`config.mk`:
```
export PLATFORM = sky130hd
export DESIGN_NAME = time_set_ctrl
export DESIGN_NICKNAME = d
export VERILOG_FILES = /design/src/rtl/time_set_ctrl.sv
export SDC_FILE = /design/constraint.sdc
export NUM_CORES = 1
export LEC_CHECK = 0
export ABC_AREA = 1
export CAP_MARGIN = 20
export CORE_UTILIZATION = 53
export DETAILED_ROUTE_END_ITERATION = 10
export HOLD_SLACK_MARGIN = 0.1
export PLACE_DENSITY = 0.71
export RECOVER_POWER = 100
export SYNTH_ARGS = -nofsm -noshare
export SYNTH_HDL_FRONTEND = slang
export SYNTH_SLANG_ARGS = --single-unit
```
`constraint.sdc`:
```
create_clock -name clk -period 9.45 [get_ports clk]
set_input_delay 0.945 -clock clk [delete_from_list [all_inputs] [get_ports clk]]
set_output_delay 0.945 -clock clk [all_outputs]
set_load 0.05 [all_outputs]
```
`src/rtl/time_set_ctrl.sv`:
```
// Time-set UI controller: debounces mode/up/down buttons and runs the hour/minute/second
// edit FSM. Holds the timekeeper while editing and commits with one vblank-aligned load.
module time_set_ctrl #(
  parameter int unsigned DEBOUNCE_CYCLES = 1000000,
  parameter int unsigned REPEAT_DELAY    = 50000000,
  parameter int unsigned REPEAT_PERIOD   = 10000000,
  parameter int unsigned BLINK_HALF      = 25000000,
  parameter int unsigned EDIT_TIMEOUT    = 1000000000
) (
  input  logic       clk,
  input  logic       reset,
  input  logic       btn_mode,
  input  logic       btn_up,
  input  logic       btn_down,
  input  logic [5:0] cur_hour,
  input  logic [5:0] cur_min,
  input  logic [5:0] cur_sec,
  input  logic       vblank,
  output logic [5:0] set_hour,
  output logic [5:0] set_min,
  output logic [5:0] set_sec,
  output logic       load,
  output logic       hold,
  output logic [1:0] edit_field,
  output logic       blink
);

  localparam int unsigned DB_W    = (DEBOUNCE_CYCLES > 1) ? $clog2(DEBOUNCE_CYCLES) : 1;
  localparam int unsigned RPT_MAX = (REPEAT_DELAY > REPEAT_PERIOD) ? REPEAT_DELAY : REPEAT_PERIOD;
  localparam int unsigned RPT_W   = $clog2(RPT_MAX + 1);
  localparam int unsigned BLK_W   = $clog2(BLINK_HALF + 1);
  localparam int unsigned IDLE_W  = $clog2(EDIT_TIMEOUT + 1);

  localparam logic [DB_W-1:0]   DB_LAST  = DB_W'(DEBOUNCE_CYCLES - 1);
  localparam logic [RPT_W-1:0]  RPT_DLY  = RPT_W'(REPEAT_DELAY);
  localparam logic [RPT_W-1:0]  RPT_PER  = RPT_W'(REPEAT_PERIOD);
  localparam logic [BLK_W-1:0]  BLK_MAX  = BLK_W'(BLINK_HALF);
  localparam logic [IDLE_W-1:0] IDLE_MAX = IDLE_W'(EDIT_TIMEOUT);

  localparam logic [2:0] ST_RUN    = 3'd0;
  localparam logic [2:0] ST_HOUR   = 3'd1;
  localparam logic [2:0] ST_MIN    = 3'd2;
  localparam logic [2:0] ST_SEC    = 3'd3;
  localparam logic [2:0] ST_COMMIT = 3'd4;

  // Button vectors are ordered {down, up, mode}.
  logic [2:0]       sync1_q, sync2_q;
  logic [2:0]       lvl_q, lvl_d;
  logic [2:0]       ev_q, ev_d;
  logic [DB_W-1:0]  db_cnt_q [3];
  logic [DB_W-1:0]  db_cnt_d [3];
  logic [RPT_W-1:0] rpt_cnt_q [2];
  logic [RPT_W-1:0] rpt_cnt_d [2];
  logic [1:0]       rpt_on_q, rpt_on_d;

  logic [2:0]        state_q, state_d;
  logic [5:0]        set_hour_q, set_hour_d;
  logic [5:0]        set_min_q, set_min_d;
  logic [5:0]        set_sec_q, set_sec_d;
  logic [IDLE_W-1:0] idle_q, idle_d;
  logic [BLK_W-1:0]  blink_cnt_q, blink_cnt_d;
  logic              blink_q, blink_d;

  logic mode_ev, up_ev, dn_ev, any_ev, editing;

  function automatic logic [5:0] step_field(input logic [5:0] v, input logic [5:0] top,
                                            input logic inc);
    if (inc) return (v >= top) ? 6'd0 : v + 6'd1;
    return (v == 6'd0 || v > top) ? top : v - 6'd1;
  endfunction

  always_comb begin : debounce
    for (int i = 0; i < 3; i++) begin
      lvl_d[i]    = lvl_q[i];
      db_cnt_d[i] = '0;
      if (sync2_q[i] != lvl_q[i]) begin
        if (db_cnt_q[i] == DB_LAST) lvl_d[i] = sync2_q[i];
        else                        db_cnt_d[i] = db_cnt_q[i] + 1'b1;
      end
    end
  end

  // Press events plus auto-repeat for up/down; a release drops the repeat state at once.
  always_comb begin : auto_repeat
    ev_d[0] = lvl_d[0] & ~lvl_q[0];
    for (int j = 0; j < 2; j++) begin
      ev_d[j+1]    = lvl_d[j+1] & ~lvl_q[j+1];
      rpt_cnt_d[j] = '0;
      rpt_on_d[j]  = 1'b0;
      if (lvl_q[j+1] && lvl_d[j+1]) begin
        rpt_on_d[j]  = rpt_on_q[j];
        rpt_cnt_d[j] = rpt_cnt_q[j] + 1'b1;
        if ((!rpt_on_q[j] && rpt_cnt_d[j] == RPT_DLY) ||
            ( rpt_on_q[j] && rpt_cnt_d[j] == RPT_PER)) begin
          ev_d[j+1]    = 1'b1;
          rpt_on_d[j]  = 1'b1;
          rpt_cnt_d[j] = '0;
        end
      end
    end
  end

  assign mode_ev = ev_q[0];
  assign up_ev   = !ev_q[0] && ev_q[1] && !ev_q[2];
  assign dn_ev   = !ev_q[0] && ev_q[2] && !ev_q[1];
  assign any_ev  = |ev_q;
  assign editing = (state_q == ST_HOUR) || (state_q == ST_MIN) || (state_q == ST_SEC);

  always_comb begin : edit_fsm
    state_d     = state_q;
    set_hour_d  = set_hour_q;
    set_min_d   = set_min_q;
    set_sec_d   = set_sec_q;
    idle_d      = '0;
    blink_cnt_d = '0;
    blink_d     = 1'b0;

    if (editing) begin
      if (any_ev) begin
        idle_d = '0;
      end else begin
        idle_d = idle_q + 1'b1;
        if (idle_d == IDLE_MAX) state_d = ST_RUN;
      end
      if (up_ev || dn_ev) begin
        blink_cnt_d = '0;
        blink_d     = 1'b0;
      end else begin
        blink_cnt_d = blink_cnt_q + 1'b1;
        blink_d     = blink_q;
        if (blink_cnt_d == BLK_MAX) begin
          blink_cnt_d = '0;
          blink_d     = ~blink_q;
        end
      end
    end

    case (state_q)
      ST_RUN: begin
        if (mode_ev) begin
          set_hour_d = cur_hour;
          set_min_d  = cur_min;
          set_sec_d  = cur_sec;
          state_d    = ST_HOUR;
        end
      end
      ST_HOUR: begin
        if (mode_ev) state_d = ST_MIN;
        else if (up_ev || dn_ev) set_hour_d = step_field(set_hour_q, 6'd23, up_ev);
      end
      ST_MIN: begin
        if (mode_ev) state_d = ST_SEC;
        else if (up_ev || dn_ev) set_min_d = step_field(set_min_q, 6'd59, up_ev);
      end
      ST_SEC: begin
        if (mode_ev) state_d = ST_COMMIT;
        else if (up_ev || dn_ev) set_sec_d = step_field(set_sec_q, 6'd59, up_ev);
      end
      ST_COMMIT: begin
        if (vblank) state_d = ST_RUN;
      end
      default: state_d = ST_RUN;
    endcase

    // Every state entry restarts the idle timer and shows the new field unblanked.
    if (state_d != state_q) begin
      idle_d      = '0;
      blink_cnt_d = '0;
      blink_d     = 1'b0;
    end
  end

  always_ff @(posedge clk or posedge reset) begin
    if (reset) begin
      sync1_q     <= '0;
      sync2_q     <= '0;
      lvl_q       <= '0;
      ev_q        <= '0;
      rpt_on_q    <= '0;
      for (int i = 0; i < 3; i++) db_cnt_q[i] <= '0;
      for (int j = 0; j < 2; j++) rpt_cnt_q[j] <= '0;
      state_q     <= ST_RUN;
      set_hour_q  <= '0;
      set_min_q   <= '0;
      set_sec_q   <= '0;
      idle_q      <= '0;
      blink_cnt_q <= '0;
      blink_q     <= 1'b0;
    end else begin
      sync1_q     <= {btn_down, btn_up, btn_mode};
      sync2_q     <= sync1_q;
      lvl_q       <= lvl_d;
      ev_q        <= ev_d;
      rpt_on_q    <= rpt_on_d;
      for (int i = 0; i < 3; i++) db_cnt_q[i] <= db_cnt_d[i];
      for (int j = 0; j < 2; j++) rpt_cnt_q[j] <= rpt_cnt_d[j];
      state_q     <= state_d;
      set_hour_q  <= set_hour_d;
      set_min_q   <= set_min_d;
      set_sec_q   <= set_sec_d;
      idle_q      <= idle_d;
      blink_cnt_q <= blink_cnt_d;
      blink_q     <= blink_d;
    end
  end

  always_comb begin : field_decode
    edit_field = 2'd0;
    case (state_q)
      ST_HOUR: edit_field = 2'd1;
      ST_MIN:  edit_field = 2'd2;
      ST_SEC:  edit_field = 2'd3;
      default: edit_field = 2'd0;
    endcase
  end

  assign load     = (state_q == ST_COMMIT) && vblank;
  assign hold     = (state_q != ST_RUN);
  assign blink    = blink_q;
  assign set_hour = set_hour_q;
  assign set_min  = set_min_q;
  assign set_sec  = set_sec_q;

endmodule
```
==> results of run 1 <==
-- cell type report --
type	instances	share of cell area, %
multi-input combinational	1214	44.9
sequential	203	36.8
inverter	237	6.45
clock buffer	34	4.90
timing repair buffer	50	3.47
tap	313	2.84
clock inverter	7	0.643
-- sequential cells by signal (all words and copies together), names as in the netlist, 6 cells and up --
register / cells
blink_cnt_q: 25
set_hour: 6
set_min: 6
idle_q: 30
rpt_cnt_q: 52
db_cnt_q: 60
set_sec: 6
-- worst max-delay path: stages, from the launching register on --
cell and delay (ns):
sky130_fd_sc_hd__dfrtp_1 0.47, sky130_fd_sc_hd__inv_1 0.12, sky130_fd_sc_hd__nand2_1 0.07, sky130_fd_sc_hd__nor2_1 1.41, sky130_fd_sc_hd__nand3_1 0.15, sky130_fd_sc_hd__nor2_1 0.16, sky130_fd_sc_hd__nand3_1 0.09, sky130_fd_sc_hd__nor2_1 0.11
sky130_fd_sc_hd__nand2_1 0.07, sky130_fd_sc_hd__nor2_2 0.09, sky130_fd_sc_hd__nand3_1 0.11, sky130_fd_sc_hd__nand2_1 0.09, sky130_fd_sc_hd__nand2_1 0.06, sky130_fd_sc_hd__nand2_1 0.08, sky130_fd_sc_hd__nand2_1 0.08, sky130_fd_sc_hd__nand2_1 0.06
sky130_fd_sc_hd__nand2_1 0.07, sky130_fd_sc_hd__nand2_2 0.05, sky130_fd_sc_hd__clkbuf_1 2.02, sky130_fd_sc_hd__nor2_2 0.04
-- cell usage in the layout (no fill, tap or decap), types with 9 or more instances in the layout --
master,synthesis,layout
sky130_fd_sc_hd__nand3b_1,8,9
sky130_fd_sc_hd__xnor2_1,17,17
sky130_fd_sc_hd__clkbuf_16,0,23
sky130_fd_sc_hd__clkdlybuf4s50_1,0,19
sky130_fd_sc_hd__nor3b_1,16,16
sky130_fd_sc_hd__nor3_1,65,67
sky130_fd_sc_hd__nand4_1,79,80
sky130_fd_sc_hd__xor2_1,57,57
sky130_fd_sc_hd__o211ai_1,12,12
sky130_fd_sc_hd__a21oi_1,40,40
sky130_fd_sc_hd__inv_1,233,234
sky130_fd_sc_hd__nand3_1,93,95
sky130_fd_sc_hd__dfrtp_1,203,203
sky130_fd_sc_hd__nor4_1,19,19
sky130_fd_sc_hd__nand2_1,342,345
sky130_fd_sc_hd__nor2_2,48,46
sky130_fd_sc_hd__dlygate4sd3_1,3,27
sky130_fd_sc_hd__ha_1,16,16
sky130_fd_sc_hd__o21ai_0,40,41
sky130_fd_sc_hd__nor2_1,273,278
-- cell families after synthesis --
family,count (synthesis),share of synthesized area [%]
xor gates and xnor gates,74,5.21
adders and majority gates,16,1.61
buffers and inverters,266,8.71
and+or+nand+nor,987,36.9
AOI/OAI and AO/OA,137,6.67
DFF,203,40.9
-- through the flow --
stage	total power, W	instance area, um^2	hold slack [ns]	setup slack (ns)	util, %
2_1_floorplan	0.000914	12400	0.331	2.97	-
3_3_place_gp	0.000932	13100	0.333	6.14	57.5
3_5_place_dp	0.000933	13100	0.336	6.14	57.5
4_1_cts	0.00184	13900	0.349	6.13	60.8
5_1_grt	0.00188	13800	0.357	3.02	60.4
6_report	0.00181	13800	0.346	3.81	60.4
-- metal layers --
metal | wire (um) | share of wire (%) | up-vias
li1 | - | - | 5563
met1 | 13100 | 46 | 5043
met2 | 13400 | 48 | 221
met3 | 1150 | 4.1 | 43
met4 | 506 | 1.8 | 0
met5 | 0 | 0 | -
-- worst paths after layout --
path                             from               to  slack [ns]  depth (start not counted)
max                           ev_q[0]   blink_cnt_q[0]        3.81                         19
max reg2reg                   ev_q[0]   blink_cnt_q[0]        3.81                         19
min in group asynchronous       reset  blink_cnt_q[19]        2.60                          2
max in group asynchronous       reset        idle_q[3]        4.12                          3
min reg2reg                sync1_q[0]       sync2_q[0]        0.35                          0
min                        sync1_q[0]       sync2_q[0]        0.35                          0
-- where the power goes --
part	total (W)	switching (W)	internal [W]
Clock	0.000894	0.000345	0.000548
Sequential	0.000877	0.00000278	0.000874
Combinational	0.0000382	0.0000258	0.0000125
Total	0.00181	0.000374	0.00144
==> out/results.md, run 1 <==
| Group | Result | Value |
|:---|:---|:---|
| outcome | Run status | complete, but fails checks |
| outcome | Violated checks | max-capacitance violations, max-slew violations |
| grt | Via count of the first global-routing pass | 10.5k |
| timing | Fin crit share | 59.7% |
| setup path | Crit path DAT | 5.93 ns |
| floorplan | Number of top-level pins | 47 |
| cts | Buffer type at the clock tree root | sky130_fd_sc_hd__clkbuf_16 |
| synthesis | Portion of the post-synthesis area used by sequential elements | 40.9% |
| floorplan | Total die area | 0.0241 mm^2 |
| cells and area | Layout overhead on the synthesized area | 11.1% |
| cells and area | NumNets Final | 1769 |
| routing | First-pass iteration count of the detailed router | 5 |
| pwr | Leak pwr | 5.95 nW |
| timing | Worst max-slew margin expressed relative to the limit | -269% |
| grt | Grt met1 use | 33.5% |
| cts | Post-CTS setup buffer count | 0 |
| grt | Pin count of the biggest net entering global routing | 126 |
| setup path | WP data required | 9.74 ns |
| synthesis | Main area contributors after synthesis | sky130_fd_sc_hd__dfrtp_1 41%, sky130_fd_sc_hd__nand2_1 10%, sky130_fd_sc_hd__nor2_1 8.2% |
| synthesis | YS warnings | 0 |
| grt | Initial antenna violation count | 0 |
| pwr | Pwr Density | 131 mW/mm^2 |
| cts | Number of clock sinks | 203 |
| cells and area | Final Instance Count excl. Fillers | 2058 |
| pwr | VDD IR max | 0.172 mV |
| grt | Overall track demand over capacity in global routing | 24.4% |
| synthesis | Dominant cell type by area after synthesis | sky130_fd_sc_hd__dfrtp_1 |
| floorplan | Row count | 55 |
| timing | Post-layout min period | 5.64 ns |
| cells and area | Fill cell instance count of the final layout | 2120 |
| routing | DR iter-0 viols | 787 |
| cells and area | Antenna diode instance count | 0 |
| place | Detailed-placement wirelength estimate | 20100 um |
| grt | Peak-usage layer in the global routing report | met2 |
| synthesis | Gate count after technology mapping | 1683 |
| setup path | Type of element capturing the critical path | flip-flop |
| routing | Aggregate routed wire length | 28100 um |
| routing | Final ANT Viol Nets | 0 |
| setup path | Worst setup path class | reg2reg |
| timing | Final setup vio count | 0 |
| timing | Total count of max-transition violations in the final report | 239 |
| synthesis | Syn Area/Cell | 7.38 um^2 |
| setup path | Critical Path Source Type | flip-flop |
| timing | Timing-limited maximum frequency | 177 MHz |
| synthesis | Commonest cells in the synthesized netlist | 342 x sky130_fd_sc_hd__nand2_1, 273 x sky130_fd_sc_hd__nor2_1, 233 x sky130_fd_sc_hd__inv_1, 203 x sky130_fd_sc_hd__dfrtp_1, 93 x sky130_fd_sc_hd__nand3_1 |
| place | Gpl congestion | 0.906 |
| cts | Number of buffers inserted for hold repair after clock tree synthesis | 0 |
| grt | Met2 track demand over resource | 41.4% |
| cts | TritonCTS buffer count | 23 |
| cts | Clock insertion delay at the later pin of the skew report | 0.51 ns |
| routing | Drc violations | 0 |
| floorplan | Core area | 0.0228 mm^2 |
| synthesis | Most numerous cell in the Yosys netlist | sky130_fd_sc_hd__nand2_1 |
| floorplan | Die outline width | 155 um |
| min path | Hold WC Path Type | reg2reg |
| cts | Post-cts repair resize count | 0 |
| timing | Worst Tran Pin Value | 5.51 ns |
| place | Number of placed cells counting well taps | 2017 |
| cts | Clock tree from TritonCTS | built |
| timing | Setup_tns | 0 ns |
| grt | Global routing met3 resource utilization | 3.06% |
| synthesis | Synth unique cells | 51 |
| routing | WL/cell | 13.6 um |
| cts | Number of levels in the clock H-tree | 1 |
| cells and area | Fraction of final layout cells sized beyond drive strength 1 | 6.36% |
| floorplan | Die H | 155 um |
| routing | Number of vias per cell | 5.28 |
| grt | First-pass GRT wire length | 48900 um |
| synthesis | Flop and latch count out of synthesis | 203 |
| cells and area | FF/Latch Area | 0.00508 mm^2 |
| synthesis | Proportion of netlist area held by the largest area contributor | 40.9% |
| cells and area | Area occupied by multi-input gates | 0.00620 mm^2 |
| synthesis | Cell area after synthesis | 0.0124 mm^2 |
| place | Port bufs | 46 |
| timing | Unrepaired setup endpoints after global routing | no |
| timing | Final Hold Viols | 0 |
| run | Max Cap Viol | 4 |
| grt | Leftover overflow at the end of global routing | 0 |
| floorplan | Initial Utilization | 54.4% |
| cts | Reg clk slew, reported paths | 0.06 ns |
| synthesis | Most frequently used flop master after synthesis | sky130_fd_sc_hd__dfrtp_1 |
| synthesis | Fraction of registers with async set or reset after synthesis | 100% |
| setup path | Largest fanout of any net on the critical path | 40 |
| synthesis | Net count of the mapped netlist | 1723 |
| synthesis | Number of enable-type register cells in the synthesized netlist | 0 |
| timing | Clock Skews | 0.00627 ns |
| routing | Via Count | 10.9k |
| cts | Clock Tree Buf Depth | 3 |
Power figures use the tool's default switching activity.
==> run 2: changes to the inputs <==
==> constraint.sdc (replaced) <==
create_clock -name clk -period 5.5 [get_ports clk]
set_input_delay 0.55 -clock clk [delete_from_list [all_inputs] [get_ports clk]]
set_output_delay 0.55 -clock clk [all_outputs]
set_load 0.05 [all_outputs]
==> run 2 against run 1 <==
The run still ends with max-capacitance violations, max-slew violations left. Fmax grew 49%. Clock-buffer cell count grew 4. Critical path depth is the same. Combinational power grew 75%. Critical path type unchanged. Critical endpoint is now idle_q[0]. Largest cell class unchanged. Largest power group is now sequential cells.
==> out/results.md, run 2 (same netlist as run 1, synthesis figures left out) <==
| Group | Result | Value | Change |
|:---|:---|:---|:---|
| cts | Reg clk slew, reported paths | 0.06 ns | about the same |
| cells and area | Number of flip-flops under the largest register name | 60 | unchanged |
| run | Max Cap Viol | 2 | -2 |
| pwr | Pwr Density | 223 mW/mm^2 | +71% |
| setup path | WP data required | 5.88 ns | -3.86 ns |
| timing | Final worst setup slack | 1.70 ns | -2.10 ns |
| setup path | Crit path DAT | 4.18 ns | -1.75 ns |
| routing | Drc violations | 0 | unchanged |
| routing | Number of vias per cell | 5.26 | -0.34% |
| routing | WL/cell | 13.6 um | -0.30% |
| timing | Unrepaired setup endpoints after global routing | no |  |
| floorplan | Total die area | 0.0241 mm^2 | unchanged |
| place | Port bufs | 46 | unchanged |
| pwr | VDD IR max | 0.230 mV | +34% |
| cts | Buffer type at the clock tree root | sky130_fd_sc_hd__clkbuf_16 |  |
| grt | Overall track demand over capacity in global routing | 24.1% | -0.33 points |
| routing | Final ANT Viol Nets | 0 | unchanged |
| min path | Hold WC Path Type | reg2reg |  |
| cells and area | Final design utilization | 60.4% | about the same |
| cells and area | Final Instance Count excl. Fillers | 2062 | +0.19% |
| cells and area | Layout overhead on the synthesized area | 11.0% | about the same |
| cells and area | Largest Register | db_cnt_q |  |
| timing | Final setup vio count | 0 | unchanged |
| cts | Clock tree from TritonCTS | built |  |
| cts | Clock Tree Buf Depth | 3 | unchanged |
| routing | First-pass iteration count of the detailed router | 5 | unchanged |
| timing | Hold Worst Slack | 0.346 ns | -0.0000110 ns |
| grt | First-pass GRT wire length | 48300 um | -1.3% |
| timing | Timing-limited maximum frequency | 263 MHz | +49% |
| setup path | Critical Path Source Type | flip-flop |  |
| grt | Leftover overflow at the end of global routing | 0 | unchanged |
| grt | Via count of the first global-routing pass | 10.5k | +0.34% |
| setup path | Type of element capturing the critical path | flip-flop |  |
| cts | Clock insertion delay at the later pin of the skew report | 0.52 ns | about the same |
| floorplan | Core area | 0.0228 mm^2 | unchanged |
| place | Gpl congestion | 0.948 | +4.6% |
| place | Detailed-placement wirelength estimate | 20600 um | +2.5% |
| cts | Number of buffers inserted for hold repair after clock tree synthesis | 0 | unchanged |
| pwr | Leak pwr | 5.97 nW | +0.34% |
| timing | Final Hold Viols | 0 | unchanged |
| cts | Number of clock sinks | 203 | unchanged |
| floorplan | Die H | 155 um | unchanged |
| cts | Post-cts repair resize count | 0 | unchanged |
| routing | DR iter-0 viols | 590 | -25% |
| cells and area | NumNets Final | 1772 | +0.17% |
| cts | Number of levels in the clock H-tree | 1 | unchanged |
| outcome | Violated checks | max-capacitance violations, max-slew violations |  |
| timing | Worst Tran Pin Value | 2.27 ns | -3.24 ns |
| cells and area | Most common library cell in the layout ignoring fill and taps | sky130_fd_sc_hd__nand2_1 |  |
| cells and area | Registers with the highest flip-flop counts | db_cnt_q: 60 flops, rpt_cnt_q: 52 flops, idle_q: 30 flops |  |
| cells and area | Fraction of final layout cells sized beyond drive strength 1 | 5.60% | -0.76 points |
| cells and area | Antenna diode instance count | 0 | unchanged |
| timing | Post-layout min period | 3.80 ns | -1.85 ns |
| place | Worst Setup Slack post-DPL | 2.12 ns | -4.02 ns |
| grt | Initial antenna violation count | 0 | unchanged |
| floorplan | Row count | 55 | unchanged |
| floorplan | Die outline width | 155 um | unchanged |
| cells and area | Commonest cells after routing, fill and taps aside | 345 x sky130_fd_sc_hd__nand2_1, 292 x sky130_fd_sc_hd__nor2_1, 234 x sky130_fd_sc_hd__inv_1 |  |
| floorplan | Initial Utilization | 54.4% | unchanged |
| floorplan | Number of top-level pins | 47 | unchanged |
| grt | Pin count of the biggest net entering global routing | 95 | -25% |
| setup path | Worst setup path class | reg2reg |  |
| routing | Aggregate routed wire length | 28100 um | -0.11% |
| timing | Total count of max-transition violations in the final report | 138 | -42% |
| timing | Clock Skews | 0.0172 ns | +0.0109 ns |
| timing | Worst max-slew margin expressed relative to the limit | -51.1% | +220 points |
| timing | Setup_tns | 0 ns | unchanged |
| cts | Post-CTS setup buffer count | 0 | unchanged |
| outcome | Run status | complete, but fails checks |  |
| routing | Via Count | 10.9k | -0.15% |
| cts | TritonCTS buffer count | 24 | +4.3% |
| place | Number of placed cells counting well taps | 2018 | +0.050% |
| timing | Fin crit share | 69.1% | +9.3 points |
| setup path | Largest fanout of any net on the critical path | 28 | -30% |
-- run 2: cell types whose count changed in the layout (fill, tap and decap cells not counted), moves of 2 or more --
cell	previous run	this run
sky130_fd_sc_hd__nor2_2	46	31
sky130_fd_sc_hd__nor2_1	278	292
sky130_fd_sc_hd__clkbuf_1	8	11
sky130_fd_sc_hd__bufinv_16	2	0
sky130_fd_sc_hd__clkbuf_16	23	25
sky130_fd_sc_hd__clkinv_4	0	2
-- run 2: path summary, 6_finish.rpt --
| kind | to | cells past startpoint | from | slack [ns] |
|---|---|---|---|---|
| worst max-delay path | idle_q[0] | 19 | ev_q[0] | 1.70 |
| worst min-delay path | sync2_q[0] | 0 | sync1_q[0] | 0.35 |
| worst max register to register | idle_q[0] | 19 | ev_q[0] | 1.70 |
| worst min register to register | sync2_q[0] | 0 | sync1_q[0] | 0.35 |
| max in group asynchronous | rpt_cnt_q[15] | 3 | reset | 2.17 |
| min in group asynchronous | blink_cnt_q[24] | 2 | reset | 0.66 |
-- run 2: per-layer routing --
metal	GRT usage, %	wire length (um)	vias up
met5	0	0	-
met4	7.45	609	0
met3	2.79	1100	46
met2	40.1	13100	176
met1	33.0	13300	5057
li1	-	-	5575
-- run 2: report_power, final --
group           total, W  switching [W]  leakage (nW)  internal [W]
clock network    0.00151       0.000609         0.373      0.000900
logic          0.0000670      0.0000444          2.88     0.0000226
registers        0.00151     0.00000438          2.72       0.00150
total            0.00308       0.000657          5.97       0.00242
-- run 2: metrics by stage --
stage | power (W) | area [um^2]
global route | 0.00319 | 13800
CTS | 0.00313 | 13900
global placement | 0.00160 | 13200
detailed placement | 0.00161 | 13200
finish | 0.00308 | 13800
floorplan | 0.00157 | 12400
-- run 2: area by class of cell --
| type | count | area (um^2) |
|---|---|---|
| multi-input combinational | 1214 | 6170 |
| sequential | 203 | 5080 |
| clock buffer | 38 | 724 |
| inverter | 237 | 891 |
| tap | 313 | 392 |
| clock inverter | 5 | 32.5 |
| fill | 2145 | 9050 |
| timing repair buffer | 52 | 504 |
-- run 2: critical path: stages, from the launching register on --
cell	delay (ns)
sky130_fd_sc_hd__dfrtp_1	0.46
sky130_fd_sc_hd__inv_1	0.12
sky130_fd_sc_hd__nand2_1	0.09
sky130_fd_sc_hd__nor2_4	0.51
sky130_fd_sc_hd__nand3_1	0.13
sky130_fd_sc_hd__nor2_1	0.12
sky130_fd_sc_hd__nand3_1	0.08
sky130_fd_sc_hd__nor2_1	0.13
sky130_fd_sc_hd__nand2_1	0.08
sky130_fd_sc_hd__nor2_2	0.10
sky130_fd_sc_hd__nand3_1	0.12
sky130_fd_sc_hd__nand2_1	0.09
sky130_fd_sc_hd__nand2_1	0.05
sky130_fd_sc_hd__nand2_1	0.08
sky130_fd_sc_hd__nand2_1	0.09
sky130_fd_sc_hd__nand2_1	0.08
sky130_fd_sc_hd__nand2_2	0.05
sky130_fd_sc_hd__nand2_1	0.78
sky130_fd_sc_hd__buf_4	0.41
sky130_fd_sc_hd__nor2_1	0.08
==> run 3: changes to the inputs <==
--- a/config.mk
+++ b/config.mk
@@ -10,7 +10,7 @@
 export CORE_UTILIZATION = 53
 export DETAILED_ROUTE_END_ITERATION = 10
 export HOLD_SLACK_MARGIN = 0.1
-export PLACE_DENSITY = 0.71
+export PLACE_DENSITY = 0.74
 export RECOVER_POWER = 100
 export SYNTH_ARGS = -nofsm -noshare
 export SYNTH_HDL_FRONTEND = slang
==> constraint.sdc (replaced) <==
create_clock -name clk -period 3.46 [get_ports clk]
set_input_delay 0.346 -clock clk [delete_from_list [all_inputs] [get_ports clk]]
set_output_delay 0.346 -clock clk [all_outputs]
set_load 0.05 [all_outputs]
==> run 3 against run 2 <==
The flow still finishes with violations (max-capacitance violations, max-slew violations). Final cell count grew 0.34%. First-iteration DRC count grew 17%. Worst setup slack lost 1.3 ns. Power increased by 68%. Clock skew shrank 0.0039 ns. Routed wire length up 2.4%. Non-clock buffer count increased by 7. Cell area up 0.77%. Clock-buffer cell count fell by 5. Utilization increased by 0.47 points. Sequential cell count unchanged. Critical path type unchanged. Critical endpoint is now rpt_cnt_q[46].
==> out/results.md, run 3 (same netlist as run 1, synthesis figures left out) <==
| Group | Result | Value | Change |
|:---|:---|:---|:---|
| cts | Buffer type at the clock tree root | sky130_fd_sc_hd__clkbuf_16 |  |
| cells and area | Layout overhead on the synthesized area | 11.8% |  |
| timing | Final worst setup slack | 0.421 ns | -1.28 ns |
| setup path | WP data required | 3.91 ns | -1.97 ns |
| pwr | Seq pwr share | 46.4% | -2.5 points |
| cells and area | Commonest cells after routing, fill and taps aside | 345 x sky130_fd_sc_hd__nand2_1, 303 x sky130_fd_sc_hd__nor2_1, 233 x sky130_fd_sc_hd__inv_1 |  |
| cts | Number of levels in the clock H-tree | 1 | unchanged |
| timing | Post-layout min period | 3.04 ns | -0.760 ns |
| min path | Hold Path Depth | 0 | unchanged |
| place | Worst Setup Slack post-DPL | 0.615 ns | -1.50 ns |
| routing | Aggregate routed wire length | 28700 um | +2.4% |
| setup path | Critical Path Source Type | flip-flop |  |
| cts | TritonCTS buffer count | 24 | unchanged |
| run | Max Cap Viol | 1 | -1 |
| cells and area | Final standard cell area without fillers | 0.0139 mm^2 | +0.77% |
| pwr | VDD IR max | 0.416 mV | +81% |
| pwr | Net switching power of the design | 0.00111 W | +69% |
| setup path | Cell count of the worst reg-to-reg path | 17 | -2 |
| routing | WL/cell | 13.9 um | +2.1% |
| floorplan | Initial Utilization | 54.4% | unchanged |
| cells and area | Area occupied by multi-input gates | 0.00616 mm^2 | -0.22% |
| cells and area | Antenna diode instance count | 0 | unchanged |
| floorplan | Row count | 55 | unchanged |
| routing | First-pass iteration count of the detailed router | 5 | unchanged |
| cells and area | NumNets Final | 1779 | +0.40% |
| timing | Worst Tran Pin Value | 1.66 ns | -0.605 ns |
| floorplan | Die outline width | 155 um | unchanged |
| min path | Hold WC Path Type | reg2reg |  |
| place | Port bufs | 46 | unchanged |
| outcome | Run status | complete, but fails checks |  |
| cells and area | Final design utilization | 60.8% | +0.47 points |
| cells and area | FF/Latch Area | 0.00508 mm^2 | unchanged |
| setup path | Worst setup path class | reg2reg |  |
| floorplan | Core area | 0.0228 mm^2 | unchanged |
| setup path | Beginning of the worst register-to-register path | rpt_cnt_q[26] |  |
| outcome | Violated checks | max-capacitance violations, max-slew violations |  |
| cts | Reg clk slew, reported paths | 0.06 ns | about the same |
| timing | Worst max-slew margin expressed relative to the limit | -10.8% | +40 points |
| cts | Number of buffers inserted for hold repair after clock tree synthesis | 0 | unchanged |
| cells and area | Most common library cell in the layout ignoring fill and taps | sky130_fd_sc_hd__nand2_1 |  |
| pwr | Relative contribution of the clock network to total power | 51.5% | +2.6 points |
| timing | Unrepaired setup endpoints after global routing | no |  |
| routing | Number of vias per cell | 5.42 | +3.0% |
| cts | Clock tree from TritonCTS | built |  |
| pwr | Leak pwr | 6.03 nW | +1.0% |
| cts | Number of clock sinks | 203 | unchanged |
| grt | Initial antenna violation count | 0 | unchanged |
| setup path | Largest fanout of any net on the critical path | 16 | -43% |
| cts | Post-CTS setup buffer count | 0 | unchanged |
| pwr | Gate power share | 2.1% | about the same |
| timing | Setup_tns | 0 ns | unchanged |
| place | Post-detailed-placement cell area | 0.0132 mm^2 | +0.46% |
| cells and area | Fraction of final layout cells sized beyond drive strength 1 | 5.69% | +0.092 points |
| cells and area | Number of flip-flops under the largest register name | 60 | unchanged |
| grt | Via count of the first global-routing pass | 11.0k | +4.4% |
| cts | Clock insertion delay at the later pin of the skew report | 0.53 ns | about the same |
| cts | Post-cts repair resize count | 0 | unchanged |
| place | Gpl congestion | 0.947 | -0.13% |
| min path | Hold_sp | sync1_q[2] |  |
| grt | Pin count of the biggest net entering global routing | 76 | -20% |
| grt | First-pass GRT wire length | 49800 um | +3.1% |
| pwr | Internal power consumption | 0.00405 W | +67% |
| cts | Clock Tree Buf Depth | 3 | unchanged |
| pwr | Pwr Density | 372 mW/mm^2 | +66% |
| floorplan | Total die area | 0.0241 mm^2 | unchanged |
| place | Detailed-placement wirelength estimate | 21000 um | +2.3% |
| cells and area | Final Instance Count excl. Fillers | 2069 | +0.34% |
| floorplan | Die H | 155 um | unchanged |
| timing | Final setup vio count | 0 | unchanged |
| setup path | Crit path from | rpt_cnt_q[26] |  |
| timing | Fin crit share | 87.8% | +19 points |
| place | Number of placed cells counting well taps | 2026 | +0.40% |
| grt | Leftover overflow at the end of global routing | 0 | unchanged |
| timing | Total count of max-transition violations in the final report | 76 | -45% |
| cells and area | Fill cell instance count of the final layout | 2127 | -0.84% |
| setup path | Type of element capturing the critical path | flip-flop |  |
| cells and area | Registers with the highest flip-flop counts | db_cnt_q: 60 flops, rpt_cnt_q: 52 flops, idle_q: 30 flops |  |
| timing | Clock Skews | 0.0133 ns | -0.00394 ns |
| timing | Timing-limited maximum frequency | 329 MHz | +25% |
| floorplan | Number of top-level pins | 47 | unchanged |
| grt | Overall track demand over capacity in global routing | 24.9% | +0.76 points |
| routing | Final ANT Viol Nets | 0 | unchanged |
| routing | DR iter-0 viols | 689 | +17% |
| routing | Drc violations | 0 | unchanged |
| timing | Final Hold Viols | 0 | unchanged |
| routing | Via Count | 11.2k | +3.4% |
| setup path | Crit path DAT | 3.49 ns | -0.69 ns |
| pwr | Switching power share of the total | 21.5% | +0.17 points |
| cells and area | Largest Register | db_cnt_q |  |
[run 3: cell count changes in the layout (fill, tap and decap cells not counted), sizes merged]
cell,change
clkbuf,-3
clkinvlp,+2
buf,+5
bufinv,+3
[run 3: metal layers]
metal,track usage (%),vias to the layer above,part of all wire (%)
met4,8.06,0,3.0
met1,32.6,5309,45
met5,0,-,0
met2,42.8,254,48
met3,3.09,79,4.0
li1,-,5578,-
[run 3: critical path: stages, from the launching register on]
cell	delay, ns
sky130_fd_sc_hd__dfrtp_1	0.37
sky130_fd_sc_hd__ha_1	0.20
sky130_fd_sc_hd__nand2_1	0.09
sky130_fd_sc_hd__nor2_1	0.19
sky130_fd_sc_hd__nand2_1	0.12
sky130_fd_sc_hd__nor2_1	0.27
sky130_fd_sc_hd__nand4_1	0.29
sky130_fd_sc_hd__nor2_2	0.19
sky130_fd_sc_hd__nand2_1	0.11
sky130_fd_sc_hd__xnor2_1	0.23
sky130_fd_sc_hd__inv_1	0.10
sky130_fd_sc_hd__nand2_1	0.08
sky130_fd_sc_hd__inv_1	0.04
sky130_fd_sc_hd__nand3_1	0.07
sky130_fd_sc_hd__nor2_1	0.06
sky130_fd_sc_hd__nand3_2	0.07
sky130_fd_sc_hd__nand3_2	0.27
sky130_fd_sc_hd__nor2_1	0.20
[run 3: worst paths after layout]
| check | end | slack [ns] |
|---|---|---|
| worst max-delay path | rpt_cnt_q[46] | 0.42 |
| worst min-delay path | sync2_q[2] | 0.35 |
| worst max register to register | rpt_cnt_q[46] | 0.42 |
| worst min register to register | sync2_q[2] | 0.35 |
| max in group asynchronous | rpt_cnt_q[24] | 0.68 |
| min in group asynchronous | idle_q[17] | 0.57 |
[run 3: layout make-up]
class                      instances  share of cell area (%)
multi-input combinational       1214                    44.3
sequential                       203                    36.5
inverter                         237                    6.41
clock buffer                      33                    5.00
timing repair buffer              59                    3.84
tap                              313                    2.82
clock inverter                    10                    1.10
[run 3: through the flow]
stage | hold slack [ns] | power, W
floorplan | 0.331 | 0.00250
CTS | 0.238 | 0.00522
global route | 0.352 | 0.00532
detailed placement | 0.336 | 0.00256
global placement | 0.334 | 0.00255
finish | 0.348 | 0.00516
[run 3: power by group through the flow]
stage | combinational (W) | clock (W) | sequential, W
detailed placement | 0.000120 | 0 | 0.00244
floorplan | 0.0000612 | 0 | 0.00244
finish | 0.000108 | 0.00266 | 0.00239
global placement | 0.000117 | 0 | 0.00244
CTS | 0.000120 | 0.00271 | 0.00239
global route | 0.000125 | 0.00280 | 0.00239
